**src/rtl/clock_pkg.sv**
```systemverilog
// Shared types and BCD helpers for the time-set controller: FSM states,
// editing codes, BCD field widths and the wrap limits of hours and minutes.
package clock_pkg;

  typedef enum logic [1:0] {
    RUN      = 2'd0,
    SET_HOUR = 2'd1,
    SET_MIN  = 2'd2,
    COMMIT   = 2'd3
  } state_t;

  localparam logic [1:0] EDIT_NONE = 2'b00;
  localparam logic [1:0] EDIT_HOUR = 2'b01;
  localparam logic [1:0] EDIT_MIN  = 2'b10;

  localparam int HT_W = 2;
  localparam int HU_W = 4;
  localparam int MT_W = 3;
  localparam int MU_W = 4;

  localparam int HOUR_MAX = 23;
  localparam int MIN_MAX  = 59;

  typedef struct packed {
    logic [HT_W-1:0] ten;
    logic [HU_W-1:0] unit;
  } hour_t;

  typedef struct packed {
    logic [MT_W-1:0] ten;
    logic [MU_W-1:0] unit;
  } min_t;

  // Anything at or past the limit, or not valid BCD, wraps straight to 00.
  function automatic hour_t hour_inc(input hour_t h);
    hour_t r;
    int    v;
    v = int'(h.ten) * 10 + int'(h.unit);
    r = '0;
    if (h.unit <= 4'd9 && v < HOUR_MAX) begin
      if (h.unit == 4'd9) begin
        r.ten = h.ten + 2'd1;
      end else begin
        r.ten  = h.ten;
        r.unit = h.unit + 4'd1;
      end
    end
    return r;
  endfunction

  function automatic min_t min_inc(input min_t m);
    min_t r;
    int   v;
    v = int'(m.ten) * 10 + int'(m.unit);
    r = '0;
    if (m.unit <= 4'd9 && v < MIN_MAX) begin
      if (m.unit == 4'd9) begin
        r.ten = m.ten + 3'd1;
      end else begin
        r.ten  = m.ten;
        r.unit = m.unit + 4'd1;
      end
    end
    return r;
  endfunction

endpackage

```
**src/rtl/tick_prescaler.sv**
```systemverilog
// Free-running divider: counts 0..DIV-1 while enabled and flags the last
// count; held at zero while disabled or cleared.
module tick_prescaler #(
  parameter int DIV = 2
) (
  input  logic clk,
  input  logic reset,
  input  logic enable,
  input  logic clear,
  output logic tick
);

  localparam int CW = (DIV > 1) ? $clog2(DIV) : 1;
  localparam logic [CW-1:0] LAST = CW'(DIV - 1);

  logic [CW-1:0] count;

  // NOTE: sequential state is written with non-blocking assignments only, so
  // every flop samples pre-edge values regardless of block evaluation order.
  always_ff @(posedge clk or negedge reset) begin
    if (!reset) begin
      count <= '0;
    end else if (clear || !enable) begin
      count <= '0;
    end else if (count == LAST) begin
      count <= '0;
    end else begin
      count <= count + 1'b1;
    end
  end

  assign tick = enable && (count == LAST);

endmodule

```
**src/rtl/clock_set_ctrl.sv**
```systemverilog
// Time-of-day set controller: 1 Hz enable, mode/inc edit FSM, blink phase and
// parallel load. Define SET_TIMEOUT_EN to abort idle edits after TIMEOUT_TICKS.
module clock_set_ctrl
  import clock_pkg::*;
#(
  parameter int CLK_DIV       = 50000000,
  parameter int BLINK_DIV     = 25000000,
  parameter int TIMEOUT_TICKS = 30
) (
  input  logic            clk,
  input  logic            reset,
  input  logic            btn_mode,
  input  logic            btn_inc,
  input  logic [HT_W-1:0] cur_hour_ten,
  input  logic [HU_W-1:0] cur_hour_unit,
  input  logic [MT_W-1:0] cur_min_ten,
  input  logic [MU_W-1:0] cur_min_unit,
  output logic            tick_en,
  output logic            load,
  output logic [HT_W-1:0] ld_hour_ten,
  output logic [HU_W-1:0] ld_hour_unit,
  output logic [MT_W-1:0] ld_min_ten,
  output logic [MU_W-1:0] ld_min_unit,
  output logic            ld_sec_clr,
  output logic [1:0]      editing,
  output logic            blink
);

  if (CLK_DIV < 2 || BLINK_DIV < 1 || TIMEOUT_TICKS < 1) begin : g_bad_param
    $error("clock_set_ctrl: parameter out of range");
  end

  state_t state;
  hour_t  sh_hour;
  min_t   sh_min;
  logic   run_en;
  logic   in_set;
  logic   any_btn;
  logic   blink_tick;
  logic   timeout;

  assign run_en  = (state == RUN);
  assign in_set  = (state == SET_HOUR) || (state == SET_MIN);
  assign any_btn = btn_mode || btn_inc;

  // Leaving RUN clears the count so the SET states and COMMIT see it at zero.
  tick_prescaler #(.DIV(CLK_DIV)) u_sec_tick (
    .clk    (clk),
    .reset  (reset),
    .enable (run_en),
    .clear  (btn_mode),
    .tick   (tick_en)
  );

  tick_prescaler #(.DIV(BLINK_DIV)) u_blink_tick (
    .clk    (clk),
    .reset  (reset),
    .enable (in_set),
    .clear  (any_btn),
    .tick   (blink_tick)
  );

`ifdef SET_TIMEOUT_EN
  localparam int TO_W = $clog2(TIMEOUT_TICKS + 1);

  logic            to_tick;
  logic [TO_W-1:0] to_cnt;

  tick_prescaler #(.DIV(CLK_DIV)) u_timeout_tick (
    .clk    (clk),
    .reset  (reset),
    .enable (in_set),
    .clear  (any_btn),
    .tick   (to_tick)
  );

  always_ff @(posedge clk or negedge reset) begin
    if (!reset) begin
      to_cnt <= '0;
    end else if (!in_set || any_btn) begin
      to_cnt <= '0;
    end else if (to_tick) begin
      to_cnt <= to_cnt + 1'b1;
    end
  end

  assign timeout = in_set && !any_btn && to_tick && (to_cnt == TO_W'(TIMEOUT_TICKS - 1));
`else
  assign timeout = 1'b0;
`endif

  always_ff @(posedge clk or negedge reset) begin
    if (!reset) begin
      state        <= RUN;
      sh_hour      <= '0;
      sh_min       <= '0;
      load         <= 1'b0;
      ld_hour_ten  <= '0;
      ld_hour_unit <= '0;
      ld_min_ten   <= '0;
      ld_min_unit  <= '0;
      editing      <= EDIT_NONE;
      blink        <= 1'b0;
    end else begin
      load <= 1'b0;
      if (blink_tick) blink <= ~blink;

      case (state)
        RUN: begin
          if (btn_mode) begin
            state        <= SET_HOUR;
            sh_hour.ten  <= cur_hour_ten;
            sh_hour.unit <= cur_hour_unit;
            sh_min.ten   <= cur_min_ten;
            sh_min.unit  <= cur_min_unit;
            editing      <= EDIT_HOUR;
            blink        <= 1'b0;
          end
        end
        SET_HOUR: begin
          // Mode has priority: a coincident inc is dropped.
          if (btn_mode) begin
            state   <= SET_MIN;
            editing <= EDIT_MIN;
            blink   <= 1'b0;
          end else if (btn_inc) begin
            sh_hour <= hour_inc(sh_hour);
            blink   <= 1'b0;
          end else if (timeout) begin
            state   <= RUN;
            editing <= EDIT_NONE;
            blink   <= 1'b0;
          end
        end
        SET_MIN: begin
          if (btn_mode) begin
            state        <= COMMIT;
            editing      <= EDIT_NONE;
            blink        <= 1'b0;
            load         <= 1'b1;
            ld_hour_ten  <= sh_hour.ten;
            ld_hour_unit <= sh_hour.unit;
            ld_min_ten   <= sh_min.ten;
            ld_min_unit  <= sh_min.unit;
          end else if (btn_inc) begin
            sh_min <= min_inc(sh_min);
            blink  <= 1'b0;
          end else if (timeout) begin
            state   <= RUN;
            editing <= EDIT_NONE;
            blink   <= 1'b0;
          end
        end
        COMMIT: begin
          state <= RUN;
        end
        default: begin
          state <= RUN;
        end
      endcase
    end
  end

  assign ld_sec_clr = load;

endmodule

```
**config.mk**
```make
export PLATFORM = sky130hd
export DESIGN_NAME = clock_set_ctrl
export DESIGN_NICKNAME = d
export VERILOG_FILES = /design/src/rtl/clock_pkg.sv /design/src/rtl/tick_prescaler.sv /design/src/rtl/clock_set_ctrl.sv
export SDC_FILE = /design/constraint.sdc
export NUM_CORES = 1
export LEC_CHECK = 0
export BUFFER_PORTS_ARGS = -buffer_cell sky130_fd_sc_hd__buf_4
export CAP_MARGIN = 25
export CORE_MARGIN = 3
export CORE_UTILIZATION = 60
export CTS_CLUSTER_SIZE = 14
export DETAILED_ROUTE_END_ITERATION = 8
export GPL_TIMING_DRIVEN = 0
export MAX_ROUTING_LAYER = met4
export PLACE_DENSITY = 0.85
export SKIP_LAST_GASP = 1
export SYNTH_ARGS = -nofsm -noshare
export SYNTH_HDL_FRONTEND = slang
export SYNTH_HIERARCHICAL = 1
export SYNTH_SLANG_ARGS = --single-unit
```
**constraint.sdc**
```tcl
create_clock -name clk -period 2.88 [get_ports clk]
set_clock_uncertainty 0.15 [all_clocks]
set_input_delay 0.576 -clock clk [delete_from_list [all_inputs] [get_ports clk]]
set_output_delay 0.576 -clock clk [all_outputs]
set_load 0.01 [all_outputs]
```
==> results.cfg <==
[setup_path]
start_kind = flip-flop
end_kind = flip-flop
cp.required_ns = 2.98
rr_startpoint = sh_min[4]
crit_arrival_ns = 2.84
reg2reg_to = sh_min[0]
r2r_setup_slack_ns = 0.14
cp_max_fo = 9
r2r_cells = 6
criticalPathCategory = flip-flop to flip-flop

[synthesis]
synth-edff-count = 0
ys_seq_area_share_pct = 43.55
synth_nets = 529
synth_warnings = 6
synthTopCellsByArea = dfrtp_1 44%, ha_1 4.5%, a21oi_1 3.8%
synth.top_cell.area_share_pct = 43.55
synth-main-ff-cell = dfrtp_1
synth_top_cell_by_area = dfrtp_1
avgSynthCellArea_um2 = 9.675
yosysUniqueCellTypes = 65
ys_ff_latch = 83
synth_area_um2 = 4770
synthArstFlopShare_pct = 100.0
synth_cells = 493

[power_and_ir_drop]
cellLeakagePower_nw = 2.289
p_seq_share_pct = 37.8
p_sw_share_pct = 39.35
p_clk_share_pct = 20.6
vdd_ir_drop_max_v = 0.0005804
p_switching_mw = 1.690
power_mw = 4.295
p_comb_share_pct = 41.6
cellPowerDensity_nw_per_um2 = 795.3
p_int_mw = 2.605

[cts]
post_cts_resized = 0
clk-insertion-delay-late_ns = 0.35
post-cts-setup-buffers = 0
root_buffer = clkbuf_8
clkSinkCount = 83
hold_buffers = 0
htreeDepth = 3
cts_made_buffers = 9
max-clock-path-buffers = 2
cts_tree = built
clkTransAtPathRegs_ns = 0.09

[final_layout]
fillerInstances = 543
nets = 576
area.growth.synth_to_final_pct = 13.25
multi_input_area_um2 = 2552
mostFrequentLayoutCell = dfrtp_1
final_cell_mix = 83 x dfrtp_1, 46 x nor2_1, 36 x a21oi_1, 36 x buf_4, 30 x nand2_1
drive_above_1_share_pct = 15.78
seqCellArea_um2 = 2077
antennaDiodeCount = 0
fin_util_pct = 72.15

[global_route]
overflow = 0
grtUsageTotal_pct = 25.10
met1_usage_pct = 31.79
grt_busiest_layer = met2
antenna_found_initial = 0
grt_pass1_vias = 3946
grt_pass1_wl_mm = 17.62
grt_max_degree = 84
gr-usage-met2_pct = 40.17
gr-usage-met3_pct = 4.815

[die]
core_area_um2 = 7486
die_y_um = 95.16
die_w_um = 95.16
rows = 31
io-pin-count = 36
die-area_um2 = 9055
start_util_pct = 63.71

[timing]
hold_violations = 0
timing.fmax_mhz = 365.2
slew_headroom_pct = 54.50
worst_slew_pin_slew_ns = 0.6796
rsz0062_at_grt = no
setup-tns-final_ns = 0
post-route-min-period_ns = 2.738
setup_violations = 0
drv_slew = 0
min_period_over_period_pct = 95.08

[job]
maxCapViolations = 0

[hold_path]
hold_path.class = input pin to async pin

[placed_design]
io_buffers = 35
dp_hpwl_mm = 7.357
gp_congestion = 0.8669

[drt]
routedWlPerCell_um = 16.25
drt_first_pass_iters = 7
drc = 0
via_per_inst = 6.368
first_iter_violations = 293
vias = 4101
routed_wl_mm = 10.47
ant_nets = 0

[outcome]
run_status = complete, no violations
per-layer routing:
metal / vias to the layer above / part of all wire (%)
li1: 1937 / -
met1: 1983 / 43
met2: 152 / 49
met3: 29 / 5.8
met4: 0 / 1.9
met5: - / 0
critical path, cell delays in order (launching register included):
cell	delay, ns
dfrtp_1	0.48
ha_1	0.36
ha_1	0.35
a211o_2	0.32
a211oi_2	0.58
nor3_1	0.16
o31ai_1	0.24
logic make-up (layout without fill, tap and decap cells):
family	count (synthesis)	in the layout	share of synthesized area, %
adder cells (fa/ha/maj)	19	19	5.299
AND/OR/NAND/NOR	205	205	24.84
buffers and inverters	35	87	3.227
XOR/XNOR	28	28	5.299
flip-flops	83	83	43.55
AO/OA/AOI/OAI	113	113	15.45
multiplexers	10	10	2.335
layout make-up:
cell class	count	share of cell area, %
Clock inverter	5	1.112
Multi-Input combinational cell	375	47.26
Tap cell	99	2.293
Clock buffer	11	2.803
Inverter	16	1.112
Buffer	19	1.737
Timing Repair Buffer	36	5.235
Sequential cell	83	38.45
registers in the layout, summed over array words and instances (netlist names):
| signal | count |
|---|---|
| sh_hour | 6 |
| u_sec_tick/count | 26 |
| ld_hour_unit | 4 |
| sh_min | 7 |
| ld_sec_clr | 1 |
| ld_min_unit | 4 |
| state | 2 |
| ld_hour_ten | 2 |
| blink | 1 |
| editing | 2 |
| u_blink_tick/count | 25 |
| ld_min_ten | 3 |
through the flow:
step           std cells  hold WS (ns)  area (um^2)  setup slack [ns]
2_1_floorplan        493        0.1304         4770            0.4597
3_3_place_gp         627        0.3158         5156            0.2815
3_5_place_dp         627        0.3306         5156            0.2015
4_1_cts              643        0.2741         5368            0.1801
5_1_grt              644       0.06116         5401           0.02652
6_report             644       0.03222         5401            0.1418
power by group through the flow:
stage / Clock (mW) / Combinational (mW) / Sequential (mW)
after floorplan: 0 / 1.20 / 1.63
after global placement: 0 / 1.66 / 1.63
after detailed placement: 0 / 1.75 / 1.64
after CTS: 0.904 / 1.77 / 1.62
after global routing: 0.941 / 1.99 / 1.65
final: 0.883 / 1.79 / 1.62
how the worst max path moves through the flow:
stage / from / endpoint / slack (ns) / cells after the start
after floorplan: sh_min[4] / sh_min[4] / 0.46 / 7
after global placement: sh_min[4] / sh_min[5] / 0.28 / 7
after detailed placement: sh_min[1] / sh_min[0] / 0.20 / 6
after CTS: sh_min[1] / sh_min[0] / 0.18 / 6
after global routing: sh_min[1] / sh_min[5] / 0.03 / 7
final: sh_min[4] / sh_min[0] / 0.14 / 6
cell usage after synthesis (3+ instances only):
cell / count
nand3b_1: 3
or4_1: 15
nor3_1: 8
and4_1: 8
a22oi_1: 3
nor4b_1: 4
nand4_1: 19
nand4_2: 3
a21o_1: 3
ha_1: 17
xnor2_1: 12
nor2b_1: 4
clkbuf_1: 13
a21oi_1: 36
nor4_1: 6
nand2_1: 30
nand3_1: 20
nand2b_1: 4
mux2_2: 9
o21ai_0: 24
xor2_1: 15
nor2_1: 46
and3_1: 11
or3_1: 9
o31ai_1: 20
inv_1: 16
dfrtp_1: 83
(Power assumes the default switching activity.)
